File: src/rtl/fetch_ctrl.sv
// rtl/fetch_ctrl.sv - fetch PC owner: sequenced imem requests, prioritized redirects, decode slot
module fetch_ctrl #(
    parameter int               WIDTH    = 64,
    parameter logic [WIDTH-1:0] RESET_PC = WIDTH'(64'h8000_0000)
) (
    input  logic             clk,
    input  logic             rst,
    input  logic             regD_allow_in,
    output logic             fs_to_ds_valid,
    output logic [WIDTH-1:0] fs_pc,
    output logic [31:0]      fs_inst,
    input  logic             br_taken,
    input  logic [WIDTH-1:0] br_target,
    input  logic             mret_valid,
    input  logic [WIDTH-1:0] mepc,
    input  logic             trap_valid,
    input  logic [WIDTH-1:0] trap_vector,
    output logic             imem_req,
    output logic [WIDTH-1:0] imem_addr,
    input  logic             imem_gnt,
    input  logic             imem_rvalid,
    input  logic [31:0]      imem_rdata
);

    localparam logic [1:0] ST_REQ     = 2'd0;
    localparam logic [1:0] ST_WAIT    = 2'd1;
    localparam logic [1:0] ST_DISCARD = 2'd2;

    logic [1:0]       state;
    logic [WIDTH-1:0] pc;
    logic             fs_valid;
    logic             redirect;
    logic [WIDTH-1:0] redirect_raw;
    logic [WIDTH-1:0] redirect_tgt;
    logic             handshake;

    assign redirect     = trap_valid | mret_valid | br_taken;
    assign redirect_raw = trap_valid ? trap_vector : (mret_valid ? mepc : br_target);
    assign redirect_tgt = redirect_raw & ~WIDTH'(3);

    // Only request when the slot will be free by the time the response lands.
    assign imem_req       = (state == ST_REQ) && (!fs_valid || regD_allow_in);
    assign imem_addr      = pc;
    assign handshake      = imem_req && imem_gnt;
    assign fs_to_ds_valid = fs_valid;

    always_ff @(posedge clk) begin
        if (rst) begin
            pc       <= RESET_PC;
            state    <= ST_REQ;
            fs_valid <= 1'b0;
            fs_pc    <= '0;
            fs_inst  <= '0;
        end else begin
            if (fs_valid && regD_allow_in) begin
                fs_valid <= 1'b0;
            end
            if (redirect) begin
                pc       <= redirect_tgt;
                fs_valid <= 1'b0;
                case (state)
                    ST_REQ:     if (handshake) state <= ST_DISCARD;
                    ST_WAIT:    state <= imem_rvalid ? ST_REQ : ST_DISCARD;
                    ST_DISCARD: if (imem_rvalid) state <= ST_REQ;
                    default:    state <= ST_REQ;
                endcase
            end else begin
                case (state)
                    ST_REQ: begin
                        if (handshake) state <= ST_WAIT;
                    end
                    ST_WAIT: begin
                        if (imem_rvalid) begin
                            fs_valid <= 1'b1;
                            fs_pc    <= pc;
                            fs_inst  <= imem_rdata;
                            pc       <= pc + WIDTH'(4);
                            state    <= ST_REQ;
                        end
                    end
                    ST_DISCARD: begin
                        if (imem_rvalid) state <= ST_REQ;
                    end
                    default: state <= ST_REQ;
                endcase
            end
        end
    end

endmodule

File: config.mk
export PLATFORM = sky130hd
export DESIGN_NAME = fetch_ctrl
export DESIGN_NICKNAME = d
export VERILOG_FILES = /design/src/rtl/fetch_ctrl.sv
export SDC_FILE = /design/constraint.sdc
export NUM_CORES = 1
export LEC_CHECK = 0
export CORE_UTILIZATION = 24
export DETAILED_ROUTE_END_ITERATION = 6
export GPL_TIMING_DRIVEN = 0
export PLACE_DENSITY_LB_ADDON = 0.3
export SLEW_MARGIN = 20
export SYNTH_ARGS = -nofsm -noshare
export SYNTH_HDL_FRONTEND = slang
export SYNTH_SLANG_ARGS = --single-unit
File: constraint.sdc
create_clock -name clk -period 1.8 [get_ports clk]
set_input_delay 0.27 -clock clk [delete_from_list [all_inputs] [get_ports clk]]
set_output_delay 0.27 -clock clk [all_outputs]
set_load 0.01 [all_outputs]
## Yosys cells after proc, flatten, opt, wreduce, memory -nomap -nowiden

Cells that the tools add are included.
Widths: inputs -> output; s select.

| word-level totals | value |
|---|---|
| flip-flop bits (word level) | 163 |
| output and inout bits | 162 |
| logic and storage cells | 41 |
| bits of input ports | 232 |

| cells by class | value |
|---|---|
| mux-type cells | 15 |
| reductions and logical operators | 13 |
| $add $sub $neg | 1 |
| bitwise logic cells | 3 |
| equal/unequal tests | 3 |

Operators with widths:

| operator | count |
|---|---|
| $mux 64 | 5 |
| $add 64x3->64 const B | 1 |
| $mux 2 | 5 |
| $pmux 2 s3 | 1 |
| $pmux 2 s2 | 1 |
| $reduce_and 2->1 | 2 |
| $reduce_bool 2->1 | 2 |
| $reduce_or 2->1 | 2 |
| $logic_and 1x1->1 | 3 |
| $mux 1 | 3 |
| $reduce_and 3->1 | 1 |
| $eq 2x1->1 const B | 1 |
| $eq 2x2->1 const B | 1 |
| $logic_not 2->1 | 1 |
| $ne 2x2->1 const B | 1 |
| $or 1x1->1 | 2 |
| $logic_not 1->1 | 1 |
| $logic_or 1x1->1 | 1 |
| $not 1->1 | 1 |

## Depth between registers and ports, before layout

Gate-level depths: netlist of the first run.

| logic depth | value |
|---|---|
| depth in word-level cells | 7 |
| depth in mapped cells | 10 |
| mapped depth without buffers | 8 |

## Worst setup path after synthesis of the first run

Ideal clock, no wire load.

| timing | value |
|---|---|
| path type | reg2reg |
| start point | register pc[2], in the netlist imem_addr[2] |
| end point | register pc[40], in the netlist imem_addr[40] |
| setup slack | -284 ps |
| required time | 1,720 ps |
| path buffers | 1 |
| arrival | 2,005 ps |
| setup time | 80 ps |
| period minus slack after synthesis | 2,084 ps |
| cell stages (with the launch flop) | 9 |
| cell sequence | dfxtp_1 -> ha_1 -> and3_1 -> and4_1 -> and4_1 -> buf_4 -> a31oi_1 -> a311o_1 -> a211oi_2 |

| on the way | value |
|---|---|
| cells in the longest elaborated chain, start to end | 4 |

RTL lines:

| what | line | text |
|---|---|---|
| start: declaration | 30 | `logic [WIDTH-1:0] pc;` |
| start signal: assignment | 59 | `pc <= redirect_tgt;` |
| start signal: assignment | 77 | `pc <= pc + WIDTH'(4);` |
| $add 64x3->64 | 77 |  |
| $mux 64 | 73 | `if (imem_rvalid) begin` |
| $mux 64 | 68 | `case (state)` |
| $mux 64 | 58 | `if (redirect) begin` |

No other way between the ends. The select of a mux whose other input is x is not followed.
A chain may end at the register's enable or synchronous reset.

## Worst setup path after layout of the first run

| timing | value |
|---|---|
| start point | register pc[20], in the netlist imem_addr[20] |
| end point | register pc[49], in the netlist imem_addr[49] |

Same word-level chain as after synthesis.

==> impl_results.html, run 1 <==
<table>
<tr><th>Metric</th><th>Value</th></tr>
<tr><th colspan="2">Outcome</th></tr>
<tr><td>Status</td><td>complete, but fails checks</td></tr>
<tr><td>Violated checks</td><td>setup timing</td></tr>
<tr><th colspan="2">Timing</th></tr>
<tr><td>Relative max-transition margin</td><td>39.7%</td></tr>
<tr><td>Final hold violation count</td><td>0</td></tr>
<tr><td>Setup repair after global routing missed its margin</td><td>true</td></tr>
<tr><td>Period Utilization, post-route</td><td>112%</td></tr>
<tr><td>Final max-slew violation count</td><td>0</td></tr>
<tr><td>Min Clock Period, post-route</td><td>2.01 ns</td></tr>
<tr><td>Timing-limited maximum frequency</td><td>0.497 GHz</td></tr>
<tr><td>Setup TNS</td><td>-2.61 ns</td></tr>
<tr><td>Worst Max-Slew Pin Slew</td><td>0.904 ns</td></tr>
<tr><td>Final clock skew</td><td>0.0119 ns</td></tr>
<tr><td>Minimum setup slack in the final design</td><td>-0.213 ns</td></tr>
<tr><td>Final setup viols</td><td>29</td></tr>
<tr><th colspan="2">CTS</th></tr>
<tr><td>CTS tree</td><td>done</td></tr>
<tr><td>Clock latency at the later pin of the worst-skew pair</td><td>0.44 ns</td></tr>
<tr><td>Number of buffers inserted for hold repair after clock tree synthesis</td><td>0</td></tr>
<tr><td>Buffers from clock root to sink, at most</td><td>2</td></tr>
<tr><td>Inserted Clock Buffers</td><td>17</td></tr>
<tr><td>Number of sinks driven by the clock tree</td><td>159</td></tr>
<tr><td>Reg clk slew, reported paths</td><td>0.08 ns</td></tr>
<tr><td>Clk Tree Root Cell</td><td>clkbuf_16</td></tr>
<tr><td># H-tree levels</td><td>4</td></tr>
<tr><th colspan="2">Placed design</th></tr>
<tr><td>Count of buffers inserted at the top-level ports</td><td>381</td></tr>
<tr><td>GP Congestion</td><td>0.925</td></tr>
<tr><td>DP Wirelength</td><td>35000 um</td></tr>
<tr><th colspan="2">Logic synthesis</th></tr>
<tr><td>Average cell area after synthesis</td><td>7.41 sq um</td></tr>
<tr><td>Gate Count Post-Synth</td><td>1125</td></tr>
<tr><td>Most frequently used flop master after synthesis</td><td>dfxtp_1</td></tr>
<tr><td>Cell variety after synth</td><td>66</td></tr>
<tr><td>Async SR Flop Fraction</td><td>0%</td></tr>
<tr><td>Synth Cell Area</td><td>0.00833 sq mm</td></tr>
<tr><td>Synth warnings</td><td>0</td></tr>
<tr><td>Flip-flop and latch count after synthesis</td><td>159</td></tr>
<tr><td>Number of enable flip-flop cells after synthesis</td><td>0</td></tr>
<tr><td>Sequential fraction of the synthesis area</td><td>38.2%</td></tr>
<tr><th colspan="2">GRT</th></tr>
<tr><td>Number of global-route vias before repair</td><td>10669</td></tr>
<tr><td>Number of antenna violations at the first check in global routing</td><td>4</td></tr>
<tr><td>Wire length of the first global-routing pass</td><td>67600 um</td></tr>
<tr><td>Remaining global-route overflow</td><td>0</td></tr>
<tr><td>Total track usage</td><td>25.7%</td></tr>
<tr><td>Maximum number of pins on one net before global-route repair</td><td>17</td></tr>
<tr><th colspan="2">Pwr</th></tr>
<tr><td>Total power per unit cell area</td><td>622 mW/mm^2</td></tr>
<tr><td>Pwr Total</td><td>9670 uW</td></tr>
<tr><td>Max VDD drop</td><td>626 uV</td></tr>
<tr><td>Leakage power figure</td><td>0.00561 uW</td></tr>
<tr><th colspan="2">Route</th></tr>
<tr><td>Number of nets with antenna violations after detailed routing</td><td>0</td></tr>
<tr><td>First drt pass iteration count</td><td>5</td></tr>
<tr><td>Remaining routing DRC violations</td><td>0</td></tr>
<tr><td>Violation count after the first detailed-route iteration</td><td>749</td></tr>
<tr><td>Via total after detailed routing</td><td>11052</td></tr>
<tr><td>Via-per-instance ratio</td><td>5.27</td></tr>
<tr><td>Average routed wire per standard cell</td><td>22.8 um</td></tr>
<tr><td>Detailed Route WL</td><td>47900 um</td></tr>
<tr><th colspan="2">Finish</th></tr>
<tr><td>Nets@finish</td><td>1871</td></tr>
<tr><td>Most common library cell in the layout ignoring fill and taps</td><td>clkdlybuf4s50_1</td></tr>
<tr><td>Proportion of layout cells with a drive suffix above 1</td><td>24.7%</td></tr>
<tr><td>Share of the core filled with cells</td><td>45.9%</td></tr>
<tr><td>P&amp;R area growth vs syn</td><td>86.6%</td></tr>
<tr><td>Commonest cells after routing, fill and taps aside</td><td>clkdlybuf4s50_1, nand2_1, a21oi_1</td></tr>
<tr><th colspan="2">Job</th></tr>
<tr><td>Max-Cap Viols</td><td>0</td></tr>
<tr><th colspan="2">Worst setup path</th></tr>
<tr><td>Type of origin of the critical path</td><td>flop</td></tr>
<tr><td>Worst-path maximum fanout</td><td>7</td></tr>
<tr><td>Setup CP Type</td><td>flop to flop</td></tr>
<tr><td>Crit path arrival time</td><td>2.38 ns</td></tr>
<tr><td>Req. time, crit path</td><td>2.17 ns</td></tr>
<tr><td>Endpoint class of the critical path</td><td>flop</td></tr>
<tr><th colspan="2">Floorplanning</th></tr>
<tr><td>Core Area</td><td>0.0339 sq mm</td></tr>
<tr><td>Number of core rows</td><td>67</td></tr>
<tr><td>I/O pin count</td><td>394</td></tr>
<tr><td>Die area</td><td>0.0355 sq mm</td></tr>
<tr><td>Horizontal die dimension</td><td>188 um</td></tr>
<tr><td>Starting density of the core</td><td>24.6%</td></tr>
<tr><td>Vertical die dimension</td><td>188 um</td></tr>
<tr><th colspan="2">Hold path</th></tr>
<tr><td>Path category of the worst min-delay check</td><td>input pin to flop</td></tr>
</table>
## area by class of cell
type	count	area [sq um]
clock inverter	14	169
antenna	4	10.0
clock buffer	18	439
fill	3352	18300
inverter	6	28.8
sequential	159	3340
timing repair buffer	492	4770
buffer	95	807
tap	448	561
multi-input combinational	863	5420
## through the flow
step                instance area (sq um)  worst slack [ns]  std cells  hold WS (ns)
floorplan                            8520           -0.0827       1128         0.406
global placement                    12900             -2.00       1957         0.442
detailed placement                  12900             -2.00       1957         0.445
CTS                                 14800            -0.139       2049         0.356
global route                        15500            -0.298       2098         0.365
finish                              15600            -0.213       2099         0.369
## state kept, by name, indices dropped and copies added, names as in the netlist
register and flops:
fs_pc 62, imem_addr 62, fs_inst 32, state 2, fs_to_ds_valid 1
## what timing repair did
action,4_1_cts,5_1_grt
gates resized for setup,271,137
cloned,1,1
setup buffers,60,49
setup endpoints to repair,169,140
pin swaps,45,74
## cells by family after synthesis
logic type / after synthesis / share of synthesized area [%]
XOR/XNOR: 7 / 0.736
buffers and inverters: 106 / 5.57
other: 1 / 0.0450
adder cells (fa/ha/maj): 5 / 0.751
flip-flops: 159 / 38.2
AND/OR/NAND/NOR: 456 / 25.5
AO/OA/AOI/OAI: 386 / 28.6
multiplexers: 5 / 0.616
## routing by layer
| metal | part of all wire, % | vias up | track usage (%) |
|---|---|---|---|
| met4 | 4.9 | 0 | 13.8 |
| met2 | 45 | 583 | 40.9 |
| met5 | 0 | - | 0 |
| li1 | - | 5109 | - |
| met3 | 9.4 | 130 | 7.06 |
| met1 | 40 | 5230 | 31.6 |
## where the power goes
part	switching (uW)	total (uW)	internal [uW]
Sequential	176	3790	3620
Clock	1750	3890	2140
Combinational	926	1980	1060
Total	2860	9670	6820
## cells in the mapped netlist (all sizes together) (9+ instances only)
| master | number | area (sq um) |
|---|---|---|
| a31o | 9 | 78.8 |
| and4 | 9 | 81.3 |
| a221o | 25 | 250 |
| dfxtp | 159 | 3180 |
| nand4 | 25 | 156 |
| nand3 | 30 | 178 |
| nor3 | 38 | 200 |
| and3 | 15 | 93.8 |
| nand2 | 256 | 961 |
| o22ai | 16 | 100 |
| nor2 | 41 | 154 |
| a21oi | 157 | 790 |
| a22oi | 32 | 240 |
| clkbuf | 68 | 255 |
| nor4 | 12 | 96.3 |
| a31oi | 10 | 62.6 |
| buf | 32 | 186 |
| o21ai | 81 | 405 |
| a211oi | 11 | 87.6 |
## path summary, 6_finish.rpt
| kind | start | to | slack [ns] | depth (start not counted) |
|---|---|---|---|---|
| max | imem_addr[20] | imem_addr[49] | -0.21 | 8 |
| min | imem_rdata[4] | fs_inst[4] | 0.37 | 3 |
| max reg2reg | imem_addr[20] | imem_addr[49] | -0.21 | 8 |
| min reg2reg | fs_pc[36] | fs_pc[36] | 0.45 | 2 |
## worst max-delay path, cell delays in order, from the launching register on
cell	delay, ns
dfxtp_2	0.34
buf_6	0.11
nand4_1	0.22
nor3_4	0.30
buf_6	0.15
nand3_4	0.10
or4_1	0.42
a21o_1	0.18
a21oi_2	0.12
Power figures use the tool's default switching activity.
==> run 2: changes to the inputs <==
SLEW_MARGIN = 10   (was 20)
==> results of run 2 <==
No change in the layout: final DEF, timing and power equal those of run 1.
==> run 3: changes to the inputs <==
CELL_PAD_IN_SITES_DETAIL_PLACEMENT = 0   (was unset)
CELL_PAD_IN_SITES_GLOBAL_PLACEMENT = 1   (was unset)
SLEW_MARGIN = unset   (was 10)
==> impl_results.html, run 3 (synthesis results as in run 1) <==
<table>
<tr><th>Metric</th><th>Value</th></tr>
<tr><th colspan="2">Outcome</th></tr>
<tr><td>Status</td><td>complete, but fails checks</td></tr>
<tr><td>Violated checks</td><td>DRC, setup timing</td></tr>
<tr><th colspan="2">GRT</th></tr>
<tr><td>Remaining global-route overflow</td><td>0 (unchanged)</td></tr>
<tr><td>Wire length of the first global-routing pass</td><td>68400 um (+1.2%)</td></tr>
<tr><td>Total track usage</td><td>25.9% (+0.18 points)</td></tr>
<tr><td>Number of global-route vias before repair</td><td>10451 (-2.0%)</td></tr>
<tr><td>Number of antenna violations at the first check in global routing</td><td>0 (-4)</td></tr>
<tr><td>Maximum number of pins on one net before global-route repair</td><td>17 (unchanged)</td></tr>
<tr><th colspan="2">CTS</th></tr>
<tr><td>Inserted Clock Buffers</td><td>17 (unchanged)</td></tr>
<tr><td>Clock latency at the later pin of the worst-skew pair</td><td>0.44 ns (about the same)</td></tr>
<tr><td>Reg clk slew, reported paths</td><td>0.08 ns (about the same)</td></tr>
<tr><td>Buffers from clock root to sink, at most</td><td>2 (unchanged)</td></tr>
<tr><td>CTS tree</td><td>done</td></tr>
<tr><td># H-tree levels</td><td>4 (unchanged)</td></tr>
<tr><td>Clk Tree Root Cell</td><td>clkbuf_16</td></tr>
<tr><td>Number of sinks driven by the clock tree</td><td>159 (unchanged)</td></tr>
<tr><th colspan="2">Route</th></tr>
<tr><td>Remaining routing DRC violations</td><td>2 (+2)</td></tr>
<tr><td>Via total after detailed routing</td><td>10837 (-1.9%)</td></tr>
<tr><td>Violation count after the first detailed-route iteration</td><td>935 (+25%)</td></tr>
<tr><td>Detailed Route WL</td><td>47800 um (-0.34%)</td></tr>
<tr><td>Met2 routed wirelength</td><td>22700 um (+4.5%)</td></tr>
<tr><td>Via-per-instance ratio</td><td>5.21 (-1.1%)</td></tr>
<tr><td>Number of nets with antenna violations after detailed routing</td><td>0 (unchanged)</td></tr>
<tr><td>Highest signal layer in the routed design</td><td>met4</td></tr>
<tr><td>Average routed wire per standard cell</td><td>23.0 um (+0.52%)</td></tr>
<tr><td>First drt pass iteration count</td><td>7 (+2)</td></tr>
<tr><td>Post-Route M1 WL</td><td>20100 um (+3.5%)</td></tr>
<tr><td>Met3 layer wire length in the routed design</td><td>3700 um (-18%)</td></tr>
<tr><th colspan="2">Worst setup path</th></tr>
<tr><td>Last element of the critical path</td><td>imem_addr[48]</td></tr>
<tr><td>CP peak stage delay</td><td>0.36 ns (-0.06 ns)</td></tr>
<tr><td>Req. time, crit path</td><td>2.10 ns (-0.07 ns)</td></tr>
<tr><td>R2R cell count</td><td>10 (+2)</td></tr>
<tr><td>Worst-path maximum fanout</td><td>6 (-1)</td></tr>
<tr><td>End of the worst register-to-register path</td><td>imem_addr[48]</td></tr>
<tr><td>Origin of the critical flop-to-flop path</td><td>imem_addr[11]</td></tr>
<tr><td>Crit path arrival time</td><td>2.25 ns (-0.13 ns)</td></tr>
<tr><td>Setup CP Type</td><td>flop to flop</td></tr>
<tr><td>Endpoint class of the critical path</td><td>flop</td></tr>
<tr><td>List of cells traversed by the critical path</td><td>and3_1 &gt; buf_4 &gt; and3_4 &gt; and4_1 &gt; buf_6 &gt; buf_4 &gt; buf_6 &gt; a41o_1 &gt; a21oi_1 &gt; nor3_1</td></tr>
<tr><td>Type of origin of the critical path</td><td>flop</td></tr>
<tr><td>Register-to-register setup slack</td><td>-0.15 ns (+0.06 ns)</td></tr>
<tr><td>Critical-path cell with the highest stage delay</td><td>dfxtp_4</td></tr>
<tr><td>CP Launch Point</td><td>imem_addr[11]</td></tr>
<tr><th colspan="2">Finish</th></tr>
<tr><td>Proportion of layout cells with a drive suffix above 1</td><td>23.0% (-1.7 points)</td></tr>
<tr><td>Share of the core filled with cells</td><td>45.1% (-0.80 points)</td></tr>
<tr><td>Non-filler cells, final</td><td>2081 (-0.86%)</td></tr>
<tr><td>Diodes inserted</td><td>0 (-4)</td></tr>
<tr><td>Nets@finish</td><td>1857 (-0.75%)</td></tr>
<tr><td>P&amp;R area growth vs syn</td><td>83.4%</td></tr>
<tr><td>Most common library cell in the layout ignoring fill and taps</td><td>clkdlybuf4s50_1</td></tr>
<tr><td>Commonest cells after routing, fill and taps aside</td><td>clkdlybuf4s50_1, nand2_1, a21oi_1</td></tr>
<tr><td>Fill cell count</td><td>3429 (+2.3%)</td></tr>
<tr><th colspan="2">Timing</th></tr>
<tr><td>Final setup viols</td><td>29 (unchanged)</td></tr>
<tr><td>Final max-slew violation count</td><td>0 (unchanged)</td></tr>
<tr><td>Relative max-transition margin</td><td>43.7% (+4.0 points)</td></tr>
<tr><td>Final hold violation count</td><td>0 (unchanged)</td></tr>
<tr><td>Worst Max-Slew Pin Slew</td><td>0.844 ns (-0.0604 ns)</td></tr>
<tr><td>Post-Route Hold Slack</td><td>0.370 ns (+0.00118 ns)</td></tr>
<tr><td>Setup repair after global routing missed its margin</td><td>true</td></tr>
<tr><td>Min Clock Period, post-route</td><td>1.95 ns (-0.0583 ns)</td></tr>
<tr><td>Final clock skew</td><td>0.0141 ns (+0.00217 ns)</td></tr>
<tr><td>Minimum setup slack in the final design</td><td>-0.154 ns (+0.0583 ns)</td></tr>
<tr><td>Period Utilization, post-route</td><td>109% (-3.2 points)</td></tr>
<tr><td>Timing-limited maximum frequency</td><td>0.512 GHz (+3.0%)</td></tr>
<tr><th colspan="2">Hold path</th></tr>
<tr><td>Hold Path Origin</td><td>imem_rdata[3]</td></tr>
<tr><td>Path category of the worst min-delay check</td><td>input pin to flop</td></tr>
<tr><th colspan="2">Floorplanning</th></tr>
<tr><td>Number of core rows</td><td>67 (unchanged)</td></tr>
<tr><td>Core Area</td><td>0.0339 sq mm (unchanged)</td></tr>
<tr><td>Vertical die dimension</td><td>188 um (unchanged)</td></tr>
<tr><td>I/O pin count</td><td>394 (unchanged)</td></tr>
<tr><td>Die area</td><td>0.0355 sq mm (unchanged)</td></tr>
<tr><td>Horizontal die dimension</td><td>188 um (unchanged)</td></tr>
<tr><td>Starting density of the core</td><td>24.6% (unchanged)</td></tr>
<tr><th colspan="2">Placed design</th></tr>
<tr><td>Count of buffers inserted at the top-level ports</td><td>381 (unchanged)</td></tr>
<tr><td>DP Wirelength</td><td>34800 um (-0.64%)</td></tr>
<tr><td>Cell count after placement</td><td>1957 (unchanged)</td></tr>
<tr><td>GP Congestion</td><td>0.871 (-5.8%)</td></tr>
<tr><th colspan="2">Pwr</th></tr>
<tr><td>Leakage power figure</td><td>0.00547 uW (-2.5%)</td></tr>
<tr><td>Max VDD drop</td><td>653 uV (+4.3%)</td></tr>
<tr><td>Pwr Total</td><td>9350 uW (-3.4%)</td></tr>
<tr><td>Total power per unit cell area</td><td>612 mW/mm^2 (-1.7%)</td></tr>
<tr><th colspan="2">Job</th></tr>
<tr><td>Max-Cap Viols</td><td>0 (unchanged)</td></tr>
</table>
==> run 3: cell count changes in the layout (fill, tap and decap cells not counted), moves of 4 or more <==
cell and change:
clkbuf_4 +5, buf_6 -8, o21ai_1 -6, diode_2 -4, o21ai_0 +7, nor2_2 -4
clkbuf_2 -4
==> run 3: worst min-delay path by stage <==
| stage | depth (start not counted) | slack, ns | to |
|---|---|---|---|
| final | 3 | 0.37 | fs_inst[3] |
| after global routing | 3 | 0.37 | fs_inst[8] |
| after CTS | 3 | 0.36 | fs_inst[3] |
| after detailed placement | 2 | 0.45 | fs_pc[24] |
| after global placement | 2 | 0.44 | fs_inst[13] |
| after floorplan | 2 | 0.41 | fs_inst[0] |
==> run 3: through the flow <==
step / TNS (ns) / setup WS, ns / area (sq um)
after floorplan: -0.295 / -0.0827 / 8520
after global placement: -205.18 / -2.01 / 12900
after detailed placement: -202.65 / -2.02 / 12900
after CTS: -1.79 / -0.148 / 14700
after global routing: -4.67 / -0.234 / 15300
final: -2.27 / -0.154 / 15300
==> run 3: final cells by class <==
class,count,area (sq um),share of cell area (%)
inverter,6,28.8,0.188
clock inverter,12,96.3,0.630
timing repair buffer,479,4690,30.7
clock buffer,20,468,3.06
tap,448,561,3.67
sequential,159,3340,21.8
multi-input combinational,863,5340,35.0
buffer,94,762,4.99
==> run 3: critical path, delay by kind of cell, from the launching register on <==
kind,cells,cell delay [ns]
compound gates,2,0.29
simple gates,4,0.62
buf+inv,4,0.53
flops,1,0.36
==> run 3: what timing repair did <==
item                                    4_1_cts  5_1_grt
pin swaps                                    57       48
endpoints found under the setup margin      166      154
gates resized for setup                     246      112
hold buffers                                  0        0
endpoints found under the hold margin         0        0
setup buffers                                73       23
cloned                                        2        2
==> run 3: per-layer routing <==
metal | track usage (%) | vias to the layer above
met5 | 0 | -
met4 | 8.31 | 0
met3 | 5.08 | 61
met2 | 43.0 | 507
met1 | 33.6 | 5194
li1 | - | 5075
==> run 3: power breakdown <==
group / switching, uW / internal (uW) / leakage, uW
registers: 186 / 3620 / 0.00132
logic: 884 / 1010 / 0.00387
clock network: 1720 / 1920 / 0.000278
